### src/rtl/id_stage_pkg.sv
// Shared decode constants for the ID stage.
// Opcode classes plus the enable/zero helpers used across the stage.
package id_stage_pkg;

    localparam logic [6:0] INST_TYPE_I     = 7'b0010011;
    localparam logic [6:0] INST_TYPE_R     = 7'b0110011;
    localparam logic [6:0] INST_TYPE_LUI   = 7'b0110111;
    localparam logic [6:0] INST_TYPE_AUIPC = 7'b0010111;
    localparam logic [6:0] INST_TYPE_L     = 7'b0000011;
    localparam logic [6:0] INST_TYPE_S     = 7'b0100011;

    localparam logic [2:0] INST_SLLI = 3'b001;
    localparam logic [2:0] INST_SRI  = 3'b101;

    localparam logic [6:0] INST_F7_BASE = 7'b0000000;
    localparam logic [6:0] INST_F7_ALT  = 7'b0100000;

    localparam logic [31:0] ZeroWord    = 32'h0;
    localparam logic        ReadEnable  = 1'b1;
    localparam logic        WriteEnable = 1'b1;

    typedef enum logic [2:0] {
        CLS_ILL,
        CLS_I,
        CLS_R,
        CLS_LUI,
        CLS_AUIPC,
        CLS_L,
        CLS_S
    } inst_cls_t;

    function automatic inst_cls_t classify(input logic [6:0] opcode);
        inst_cls_t cls;
        cls = CLS_ILL;
        unique case (1'b1)
            (opcode == INST_TYPE_I):     cls = CLS_I;
            (opcode == INST_TYPE_R):     cls = CLS_R;
            (opcode == INST_TYPE_LUI):   cls = CLS_LUI;
            (opcode == INST_TYPE_AUIPC): cls = CLS_AUIPC;
            (opcode == INST_TYPE_L):     cls = CLS_L;
            (opcode == INST_TYPE_S):     cls = CLS_S;
            default:                     cls = CLS_ILL;
        endcase
        return cls;
    endfunction

endpackage

### src/rtl/id_fwd_mux.sv
// Operand source select for one register read port.
// EX beats MEM beats register file; x0 and unread ports give zero.
module id_fwd_mux #(
    parameter int XLEN   = 32,
    parameter int REG_AW = 5,
    parameter int FWD_EN = 1
) (
    input  logic              read,
    input  logic [REG_AW-1:0] addr,
    input  logic [XLEN-1:0]   rf_data,
    input  logic              ex_wen,
    input  logic [REG_AW-1:0] ex_addr,
    input  logic [XLEN-1:0]   ex_data,
    input  logic              mem_wen,
    input  logic [REG_AW-1:0] mem_addr,
    input  logic [XLEN-1:0]   mem_data,
    output logic [XLEN-1:0]   data
);

    logic live;
    logic ex_hit;
    logic mem_hit;

    assign live    = read && (addr != '0);
    assign ex_hit  = (FWD_EN != 0) && live && ex_wen && (addr == ex_addr);
    assign mem_hit = (FWD_EN != 0) && live && mem_wen && (addr == mem_addr);

    // Youngest producer wins; x0 never forwards and always reads zero
    always_comb begin
        data = '0;
        if (ex_hit)
            data = ex_data;
        else if (mem_hit)
            data = mem_data;
        else if (live)
            data = rf_data;
    end

endmodule

### src/rtl/id_stage.sv
// Decode stage with built-in ID/EX register.
// Handles forwarding, load-use bubbles, flush and downstream hold.
import id_stage_pkg::*;

module id_stage #(
    parameter int XLEN   = 32,
    parameter int REG_AW = 5,
    parameter int FWD_EN = 1
) (
    input  logic              clk,
    input  logic              rstn,
    input  logic [31:0]       inst_i,
    input  logic [31:0]       instaddr_i,
    input  logic              inst_valid_i,
    input  logic              flush_i,
    input  logic              hold_i,
    output logic              stall_o,
    output logic [REG_AW-1:0] rs1_addr_o,
    output logic [REG_AW-1:0] rs2_addr_o,
    output logic              rs1_read_o,
    output logic              rs2_read_o,
    input  logic [XLEN-1:0]   rs1_data_i,
    input  logic [XLEN-1:0]   rs2_data_i,
    input  logic              ex_wen_i,
    input  logic [REG_AW-1:0] ex_wr_addr_i,
    input  logic [XLEN-1:0]   ex_wr_data_i,
    input  logic              mem_wen_i,
    input  logic [REG_AW-1:0] mem_wr_addr_i,
    input  logic [XLEN-1:0]   mem_wr_data_i,
    output logic              valid_o,
    output logic [31:0]       inst_o,
    output logic [31:0]       instaddr_o,
    output logic [XLEN-1:0]   op1_o,
    output logic [XLEN-1:0]   op2_o,
    output logic [XLEN-1:0]   store_data_o,
    output logic              regs_wen_o,
    output logic [REG_AW-1:0] rd_addr_o,
    output logic              mem_ren_o,
    output logic              mem_wen_o,
    output logic              illegal_o
);

    inst_cls_t         cls;
    logic [4:0]        rs1_f;
    logic [4:0]        rs2_f;
    logic [4:0]        rd_f;
    logic [2:0]        f3;
    logic [XLEN-1:0]   imm_i;
    logic [XLEN-1:0]   imm_s;
    logic [XLEN-1:0]   imm_u;
    logic [XLEN-1:0]   shamt;
    logic [XLEN-1:0]   pc;
    logic              rd1;
    logic              rd2;
    logic              wr;
    logic              ld;
    logic              st;
    logic              ill;
    logic [REG_AW-1:0] rd;
    logic [XLEN-1:0]   rs1_val;
    logic [XLEN-1:0]   rs2_val;
    logic [XLEN-1:0]   op1;
    logic [XLEN-1:0]   op2;
    logic [XLEN-1:0]   store_data;
    logic              hazard;
    logic              last_load;
    logic [REG_AW-1:0] last_rd;

    function automatic logic out_of_range(input logic [4:0] idx);
        return int'(idx) >= (1 << REG_AW);
    endfunction

    assign cls   = classify(inst_i[6:0]);
    assign f3    = inst_i[14:12];
    assign rs1_f = inst_i[19:15];
    assign rs2_f = inst_i[24:20];
    assign rd_f  = inst_i[11:7];
    assign imm_i = XLEN'($signed(inst_i[31:20]));
    assign imm_s = XLEN'($signed({inst_i[31:25], inst_i[11:7]}));
    assign imm_u = XLEN'($signed({inst_i[31:12], 12'b0}));
    assign shamt = XLEN'(inst_i[24:20]);
    assign pc    = XLEN'(instaddr_i);

    // Per-class enables; illegal opcodes or registers kill every enable
    always_comb begin
        rd1 = 1'b0;
        rd2 = 1'b0;
        wr  = 1'b0;
        ld  = 1'b0;
        st  = 1'b0;
        ill = 1'b0;
        unique case (cls)
            CLS_I:     begin rd1 = ReadEnable; wr = WriteEnable; end
            CLS_R:     begin rd1 = ReadEnable; rd2 = ReadEnable; wr = WriteEnable; end
            CLS_LUI:   wr = WriteEnable;
            CLS_AUIPC: wr = WriteEnable;
            CLS_L:     begin rd1 = ReadEnable; wr = WriteEnable; ld = 1'b1; end
            CLS_S:     begin rd1 = ReadEnable; rd2 = ReadEnable; st = 1'b1; end
            default:   ill = 1'b1;
        endcase
        if ((rd1 && out_of_range(rs1_f)) || (rd2 && out_of_range(rs2_f)) ||
            (wr && out_of_range(rd_f)))
            ill = 1'b1;
        if (ill) begin
            rd1 = 1'b0;
            rd2 = 1'b0;
            wr  = 1'b0;
            ld  = 1'b0;
            st  = 1'b0;
        end
    end

    assign rs1_addr_o = rs1_f[REG_AW-1:0];
    assign rs2_addr_o = rs2_f[REG_AW-1:0];
    assign rs1_read_o = rd1;
    assign rs2_read_o = rd2;
    assign rd         = wr ? rd_f[REG_AW-1:0] : '0;

    id_fwd_mux #(.XLEN(XLEN), .REG_AW(REG_AW), .FWD_EN(FWD_EN)) u_fwd1 (
        .read     (rd1),
        .addr     (rs1_addr_o),
        .rf_data  (rs1_data_i),
        .ex_wen   (ex_wen_i),
        .ex_addr  (ex_wr_addr_i),
        .ex_data  (ex_wr_data_i),
        .mem_wen  (mem_wen_i),
        .mem_addr (mem_wr_addr_i),
        .mem_data (mem_wr_data_i),
        .data     (rs1_val)
    );

    id_fwd_mux #(.XLEN(XLEN), .REG_AW(REG_AW), .FWD_EN(FWD_EN)) u_fwd2 (
        .read     (rd2),
        .addr     (rs2_addr_o),
        .rf_data  (rs2_data_i),
        .ex_wen   (ex_wen_i),
        .ex_addr  (ex_wr_addr_i),
        .ex_data  (ex_wr_data_i),
        .mem_wen  (mem_wen_i),
        .mem_addr (mem_wr_addr_i),
        .mem_data (mem_wr_data_i),
        .data     (rs2_val)
    );

    // Operand assembly per instruction class
    always_comb begin
        op1 = '0;
        op2 = '0;
        unique case (cls)
            CLS_I: begin
                op1 = rs1_val;
                op2 = (f3 == INST_SLLI || f3 == INST_SRI) ? shamt : imm_i;
            end
            CLS_R:     begin op1 = rs1_val; op2 = rs2_val; end
            CLS_LUI:   op2 = imm_u;
            CLS_AUIPC: begin op1 = pc; op2 = imm_u; end
            CLS_L:     begin op1 = rs1_val; op2 = imm_i; end
            CLS_S:     begin op1 = rs1_val; op2 = imm_s; end
            default:   ;
        endcase
    end

    assign store_data = st ? rs2_val : '0;

    // A load now in EX cannot feed this instruction until it reaches MEM
    assign hazard = inst_valid_i && last_load && (last_rd != '0) &&
                    ((rd1 && rs1_addr_o == last_rd) ||
                     (rd2 && rs2_addr_o == last_rd));

    assign stall_o = hazard | hold_i;

    // ID/EX register: flush, then hold, then bubble, then normal load
    always_ff @(posedge clk or negedge rstn) begin
        if (!rstn) begin
            valid_o      <= 1'b0;
            inst_o       <= ZeroWord;
            instaddr_o   <= ZeroWord;
            op1_o        <= '0;
            op2_o        <= '0;
            store_data_o <= '0;
            regs_wen_o   <= 1'b0;
            rd_addr_o    <= '0;
            mem_ren_o    <= 1'b0;
            mem_wen_o    <= 1'b0;
            illegal_o    <= 1'b0;
            last_load    <= 1'b0;
            last_rd      <= '0;
        end else if (flush_i) begin
            valid_o    <= 1'b0;
            regs_wen_o <= 1'b0;
            mem_ren_o  <= 1'b0;
            mem_wen_o  <= 1'b0;
            illegal_o  <= 1'b0;
            last_load  <= 1'b0;
        end else if (hold_i) begin
            valid_o <= valid_o;
        end else if (hazard) begin
            valid_o    <= 1'b0;
            regs_wen_o <= 1'b0;
            mem_ren_o  <= 1'b0;
            mem_wen_o  <= 1'b0;
            last_load  <= 1'b0;
        end else begin
            valid_o      <= inst_valid_i;
            inst_o       <= inst_i;
            instaddr_o   <= instaddr_i;
            op1_o        <= op1;
            op2_o        <= op2;
            store_data_o <= store_data;
            regs_wen_o   <= wr && inst_valid_i;
            rd_addr_o    <= rd;
            mem_ren_o    <= ld && inst_valid_i;
            mem_wen_o    <= st && inst_valid_i;
            illegal_o    <= ill && inst_valid_i;
            last_load    <= ld && inst_valid_i;
            last_rd      <= rd;
        end
    end

endmodule

### config.mk
export PLATFORM = sky130hd
export DESIGN_NAME = id_stage
export DESIGN_NICKNAME = d
export VERILOG_FILES = /design/src/rtl/id_stage_pkg.sv /design/src/rtl/id_fwd_mux.sv /design/src/rtl/id_stage.sv
export SDC_FILE = /design/constraint.sdc
export NUM_CORES = 1
export LEC_CHECK = 0
export CORE_MARGIN = 4
export CORE_UTILIZATION = 30
export CTS_CLUSTER_DIAMETER = 50
export DETAILED_ROUTE_END_ITERATION = 8
export GPL_TIMING_DRIVEN = 0
export HOLD_SLACK_MARGIN = 0.06
export PLACE_DENSITY_LB_ADDON = 0.08
export SKIP_LAST_GASP = 1
export SYNTH_ARGS = -nofsm -noshare
export SYNTH_HDL_FRONTEND = slang
export SYNTH_HIERARCHICAL = 1
export SYNTH_SLANG_ARGS = --single-unit
### constraint.sdc
create_clock -name clk -period 2.75 [get_ports clk]
set_input_delay 0.55 -clock clk [delete_from_list [all_inputs] [get_ports clk]]
set_output_delay 0.55 -clock clk [all_outputs]
set_load 0.02 [all_outputs]
Yosys cells after proc, flatten, opt, wreduce, memory -nomap -nowiden:

Index checks and enable logic that the tools add are counted.

* reduce and logical (&&, ||, !) cells: 31
* muxes and demuxes: 38
* eq/ne operators: 22
* bitwise logic cells: 4

Operators with widths (count)
* two-way mux 32 bit: 8
* case mux 32 bit (5 select lines): 1
* case mux 32 bit (2 select lines): 1
* equality test 5 bit: 6
* two-way mux 1 bit: 26
* equality test 7 x 6 -> 1 bit, second input constant: 3
* logical AND 1 bit: 19
* case mux 3 bit (6 select lines): 1
* nonzero test 5 bit: 3
* equality test 7 x 5 -> 1 bit, second input constant: 2
* equality test 3 bit, second input constant: 4
* equality test 7 x 2 -> 1 bit, second input constant: 1
* equality test 3 x 1 -> 1 bit, second input constant: 2
* equality test 3 x 2 -> 1 bit, second input constant: 2
* OR reduction 6 bit: 1
* two-way mux 5 bit: 1
* OR reduction 5 bit: 1
* inequality test 2 bit, second input constant: 2
* OR reduction 2 bit: 2
* OR reduction 4 bit: 1
* inverter 1 bit: 3
* AND reduction 3 bit: 1
* logical OR 1 bit: 2
* AND reduction 2 bit: 1
* bitwise OR 1 bit: 1

* output and inout bits: 183
* bits in registers: 170
* bits of input ports: 209
* logic and storage cells: 106

Logic depth before layout (Yosys ltp):

* depth after elaboration: 12
* gate-level depth with buffers: 14
* depth with buffers taken out: 11

Cells and area by module:

The synthesis kept the hierarchy.

Modules (own cells, without submodules)
* id_stage: cells each 613, sequential area each 4254.1 µm², times used 1, area an instance 7557.2 µm²
* id_fwd_mux: cells each 132, sequential area each 0.0 µm², times used 2, area an instance 928.4 µm²

Worst setup path after synthesis:

OpenSTA, ideal clock, no wires.

* path kind: input port to flip-flop
* start: input port inst_i[3]
* end: register op1_o[20]
* data required time: 2670 ps
* path buffers: 2
* library setup time: 80 ps
* arrival: 3045 ps
* stages on the path: 12
* slack: -374 ps
* cell sequence: nor3_1 -> nand3_1 -> ha_1 -> clkinv_1 -> clkbuf_1 -> o21ai_2 -> a31oi_1 -> buf_2 -> a22oi_2 -> a21oi_1 -> a221oi_1 -> a2bb2oi_1

* word-level cells in the longest chain between the ends: 12
* elaborated cells on any way between the ends: 35
* those cells by class: eq/ne: 12; mux: 9; bitwise: 1; reduce/logical: 13

RTL lines
* start: declaration: RTL line id_stage.sv:12 `input logic [31:0] inst_i,`
* equality test 7 x 6 -> 1 bit, or another cell as far along: RTL line id_stage_pkg.sv:41 `(opcode == INST_TYPE_S): cls = CLS_S;`
* case mux 3 bit (6 select lines) *: RTL line id_stage_pkg.sv:35 `unique case (1'b1)`
* equality test 3 bit, or another cell as far along: RTL line id_stage.sv:92 `unique case (cls)`
* OR reduction 4 bit (no line)
* two-way mux 1 bit: RTL line id_stage.sv:92
* two-way mux 1 bit *: RTL line id_stage.sv:104 `if (ill) begin`
* via rs1_read_o: RTL line id_stage.sv:20 `output logic rs1_read_o,`
* logical AND 1 bit *: RTL line id_fwd_mux.sv:24 `assign live = read && (addr != '0);`
* logical AND 1 bit (2 in a row): RTL line id_fwd_mux.sv:26 `assign mem_hit = (FWD_EN != 0) && live && mem_wen && (addr == mem_addr);`
* two-way mux 32 bit: RTL line id_fwd_mux.sv:33 `else if (mem_hit)`
* two-way mux 32 bit *: RTL line id_fwd_mux.sv:31 `if (ex_hit)`
* via rs1_val[20]: RTL line id_stage.sv:60 `logic [XLEN-1:0] rs1_val;`
* case mux 32 bit (2 select lines) *: RTL line id_stage.sv:149 `unique case (cls)`
* end signal: assignment: RTL line id_stage.sv:207 `op1_o <= op1;`
* end: declaration: RTL line id_stage.sv:33 `output logic [XLEN-1:0] op1_o,`

The timed path passes the listed nets; every way through them passes the cells marked *.
A chain may end at the register's enable or synchronous reset.

Worst setup path in the final report:

* start: register last_rd[0]
* end: output port stall_o

* word-level cells in the longest chain between the ends: 5
* elaborated cells on any way between the ends: 9
* those cells by class: eq/ne: 2; bitwise: 1; reduce/logical: 6

RTL lines
* start: declaration: RTL line id_stage.sv:67 `logic [REG_AW-1:0] last_rd;`
* start signal: assignment: RTL line id_stage.sv:216 `last_rd <= rd;`
* equality test 5 bit (on tied branches): RTL line id_stage.sv:167, id_stage.sv:168
* logical AND 1 bit (on tied branches): RTL line id_stage.sv:167, id_stage.sv:168
* logical OR 1 bit: RTL line id_stage.sv:167 `((rd1 && rs1_addr_o == last_rd) ||`
* logical AND 1 bit *: RTL line id_stage.sv:166 `assign hazard = inst_valid_i && last_load && (last_rd != '0) &&`
* bitwise OR 1 bit *: RTL line id_stage.sv:170 `assign stall_o = hazard | hold_i;`
* end: declaration: RTL line id_stage.sv:17 `output logic stall_o,`

Mark *: on every way between the ends. The rest lies on a longest branch, timed or not.

==> metrics.md <==
| Metric | Value |
|---|---|
| Filler Cell Count | 2872 |
| Largest net degree at the start of global routing | 102 |
| Initial drt markers | 560 |
| H-tree levels | 4 |
| Yosys top cell area share | 0.4519 |
| Post-synthesis to final-layout area growth | 58.85% |
| Biggest area contributors in the synthesized netlist | sky130_fd_sc_hd__dfrtp_1 (45%), sky130_fd_sc_hd__a22oi_2 (8.0%), sky130_fd_sc_hd__mux2_4 (6.1%) |
| Clk network pwr share | 0.341 |
| Sw power | 2.317 mW |
| Startpoint type of the worst setup path | register |
| Biggest fanout along the worst timing path | 5 |
| Top flip-flop cell by instance count after synthesis | sky130_fd_sc_hd__dfrtp_1 |
| Start point of the critical path | last_rd[0] |
| CTS buffer count | 17 |
| Required arrival time at the worst endpoint | 2200 ps |
| Flops & latches, synth | 170 |
| Max incr delay on CP | between 500 and 600 ps |
| Cell-by-cell listing of the critical path | or4_4 -> o21a_1 -> nand2_2 -> a21oi_4 -> buf_8 -> or2_4 -> buf_6 |
| Register-to-register setup slack | 80 ps |
| Final core utilization | 0.4863 |
| Total area of multi-input combinational cells | 0.004831 mm2 |
| Tightest slew margin relative to the limit | 0.4673 |
| Mean cell area of the mapped netlist | approximately 11 um2 |
| Routed length per placed instance | 25.76 um |
| Status | finished with violations |
| Total of warnings raised by yosys | 6 |
| Clock period minus final worst setup slack | 2754 ps |
| Site Rows | 64 |
| Area enclosed by the die boundary | 0.03428 mm2 |
| Reg power frac | 0.392 |
| Bufs and invs on worst path | 2 |
| Commonest cells in the synthesized netlist | sky130_fd_sc_hd__dfrtp_1 (170), sky130_fd_sc_hd__o21ai_0 (85), sky130_fd_sc_hd__a21oi_1 (72) |
| Clock-pin slew on the worst setup and hold paths | around 70 ps |
| Vias per std cell | 5.322 |
| Number of diodes | 0 |
| Initial Utilization | 0.3062 |
| Failing checks | setup timing |
| Maximum vdd ir drop | 407.2 uV |
| Number of instances in the synthesized netlist | between 800 and 900 |
| Global-route wire length before repair | 63290 um |
| Flip-flop and latch area | 0.004259 mm2 |
| Weighted congestion reported at the end of routability-driven placement | 0.8505 |
| Worst slew pin tran | 799.1 ps |
| Final clock period utilization by the worst path | 1.002 |
| Startpoint-to-endpoint class of the critical path | reg2out |
| Drt drc | 0 |
| Final antenna-violating net count | 0 |
| DP Wirelength | 33870 um |
| Initial antenna violation count | 4 |
| Count of boundary I/O pins | 392 |
| Core Box Area | 0.03075 mm2 |
| Comb power frac | 0.267 |
| Highest-delay cell along the critical path | sky130_fd_sc_hd__or4_4 |
| Max-cap violation count | 0 |
| Port bufs | 391 |
| R2r worst-path depth | 11 |
| Worst r2r src | last_rd[1] |
| Final WS setup | -4.144 ps |
| Switching fraction of total power | 0.3154 |
| Total Routing Usage GR | 0.2499 |
| Highest Clock Rate | 0.3631 GHz |
| Global route overflow | 0 |
| Worst hold path type | in2async |
| Post-synth EDFFs | 0 |
| Post-layout power | 7.347 mW |
| Post-synth ARST share | 1.000 |
| RSZ-0062 raised after global routing | true |
| Family of cells with the greatest summed delay on the critical path | simple AND/OR/NAND/NOR gates |
| # clock sinks | 170 |
| Vias in the first global route | 9310 |
| Summed instance area of the synthesized netlist | 0.009414 mm2 |
| Clock Root Buffer | sky130_fd_sc_hd__clkbuf_16 |
| Iteration count of the initial detailed-routing pass | 5 |
| Number of nets in the final layout | 1519 |
| Share of synthesized area occupied by flip-flops and latches | 0.4519 |
| Number of hold-repair buffers added at the cts stage | 0 |
| CTS tree | yes |
| Power per Cell Area | a little under 500 mW/mm2 |
| Number of slew-limit violations in the final report | 0 |
| Category of the worst setup path capture point | primary output |
| Share of post-route cells with drive strength above 1 | 0.2286 |
| Chip height | about 190 um |
| Most numerous cell in the Yosys netlist | sky130_fd_sc_hd__dfrtp_1 |
| Arrival time at the worst endpoint | 2200 ps |
| Final wirelength | 44240 um |
| Static power due to leakage | between 5 and 6 nW |
| Number of setup violations in the final report | 1 |
| RR Endpoint | inst_o[24] |
| Floorplan die width | 185.1 um |
| Post-synth net total | about 1100 |
| Count of distinct cell types in the synthesized netlist | 50 |
| Overall via count from detail_route | 9138 |
| Final setup skew | 14.94 ps |
| Largest buffer count on any clock path | 2 |
| Worst Setup Slack post-DPL | -1685 ps |
| Power Internal | 5.030 mW |
| Endpoints failing hold | 0 |
| Library cell occupying the most area in the post-synthesis netlist | sky130_fd_sc_hd__dfrtp_1 |
| Worst skew pair latency | 460 ps |
## area by class of cell
class | instances | share of cell area
repair buffers | 412 | 0.2719
plain buffers | 90 | 0.04409
well taps | 396 | 0.03313
clock buffers | 18 | 0.02937
flip-flops and latches | 170 | 0.2848
inverters | 11 | 0.003598
multi-input cells | 606 | 0.3230
clock inverters | 14 | 0.01004
## worst register-to-register path: stages, from the launching register on
cell and delay (ps):
sky130_fd_sc_hd__dfrtp_2 420, sky130_fd_sc_hd__buf_4 160, sky130_fd_sc_hd__xor2_1 140, sky130_fd_sc_hd__nor3_1 210
sky130_fd_sc_hd__nand4_1 210, sky130_fd_sc_hd__a21oi_4 260, sky130_fd_sc_hd__buf_4 210, sky130_fd_sc_hd__or2_1 140
sky130_fd_sc_hd__buf_6 150, sky130_fd_sc_hd__buf_12 170, sky130_fd_sc_hd__buf_8 190, sky130_fd_sc_hd__mux2_4 310
## layout by cell type, fill, tap and decap left out, drive strengths merged, types with 6 or more instances in the layout
cell and instances:
inv 16, a21oi 73, mux2 64, a22oi 84
clkinv 7, nor2 70, nand2 43, buf 72
dfrtp 170, xnor2 7, a22o 6, a2bb2oi 59
o21ai 87, a221oi 38, xor2 15, clkdlybuf4s50 371
nand2b 10, clkbuf 72
## sequential cells by signal, summed over array words and instances, names as in the netlist, 5 cells and up
signal	cells
inst_o	32
instaddr_o	32
last_rd	5
op1_o	32
op2_o	32
store_data_o	32
## power by group through the flow
stage / Clock (mW) / Sequential [mW] / Combinational, mW
floorplan: 0 / 3.22 / 0.498
global placement: 0 / 2.93 / 1.93
detailed placement: 0 / 2.92 / 1.94
CTS: 2.57 / 2.88 / 1.97
global route: 2.66 / 2.91 / 2.05
finish: 2.50 / 2.88 / 1.96
## stage by stage
step	area, um2	setup TNS (ps)	std cells	hold WS, ps
2_1_floorplan	9442	0	877	254.4
3_3_place_gp	13850	-1334260	1664	484.2
3_5_place_dp	13880	-199090	1665	492.1
4_1_cts	14820	-177.6	1712	69.49
5_1_grt	14950	-115.2	1717	85.17
6_report	14950	-4.144	1717	57.06
## logic make-up (layout without fill, tap and decap cells)
group,count (synthesis),in the layout,share of synthesized area
DFF,170,170,0.4519
AOI/OAI and AO/OA,362,362,0.2948
buffers and inverters,101,545,0.06247
adders and majority gates,2,2,0.002658
xor gates and xnor gates,22,22,0.02047
muxes,64,64,0.09171
and+or+nand+nor,156,156,0.07602
## what timing repair did
item                                    4_1_cts  5_1_grt
gates resized for setup                     112       62
setup buffers                                15        4
pin swaps                                    23       18
endpoints found under the setup margin      173      114
gates cloned                                  0        1
## metal layers
| metal | routed length [um] | global-route usage | part of all wire |
|---|---|---|---|
| met1 | 18710 | 0.3286 | 0.42 |
| met2 | 21040 | 0.4088 | 0.48 |
| met3 | 3794 | 0.07679 | 0.086 |
| met4 | 666 | 0.05314 | 0.015 |
| met5 | 26 | 0 | 0.00059 |
## worst max-delay path by stage
| stage | endpoint | slack (ps) | cells after the start |
|---|---|---|---|
| floorplan | op1_o[10] | 9 | 14 |
| global placement | instaddr_o[15] | -6750 | 1 |
| detailed placement | op1_o[29] | -1690 | 13 |
| CTS | stall_o | -100 | 7 |
| global route | stall_o | -70 | 7 |
| finish | stall_o | -4 | 7 |
Power figures use the tool's default switching activity.
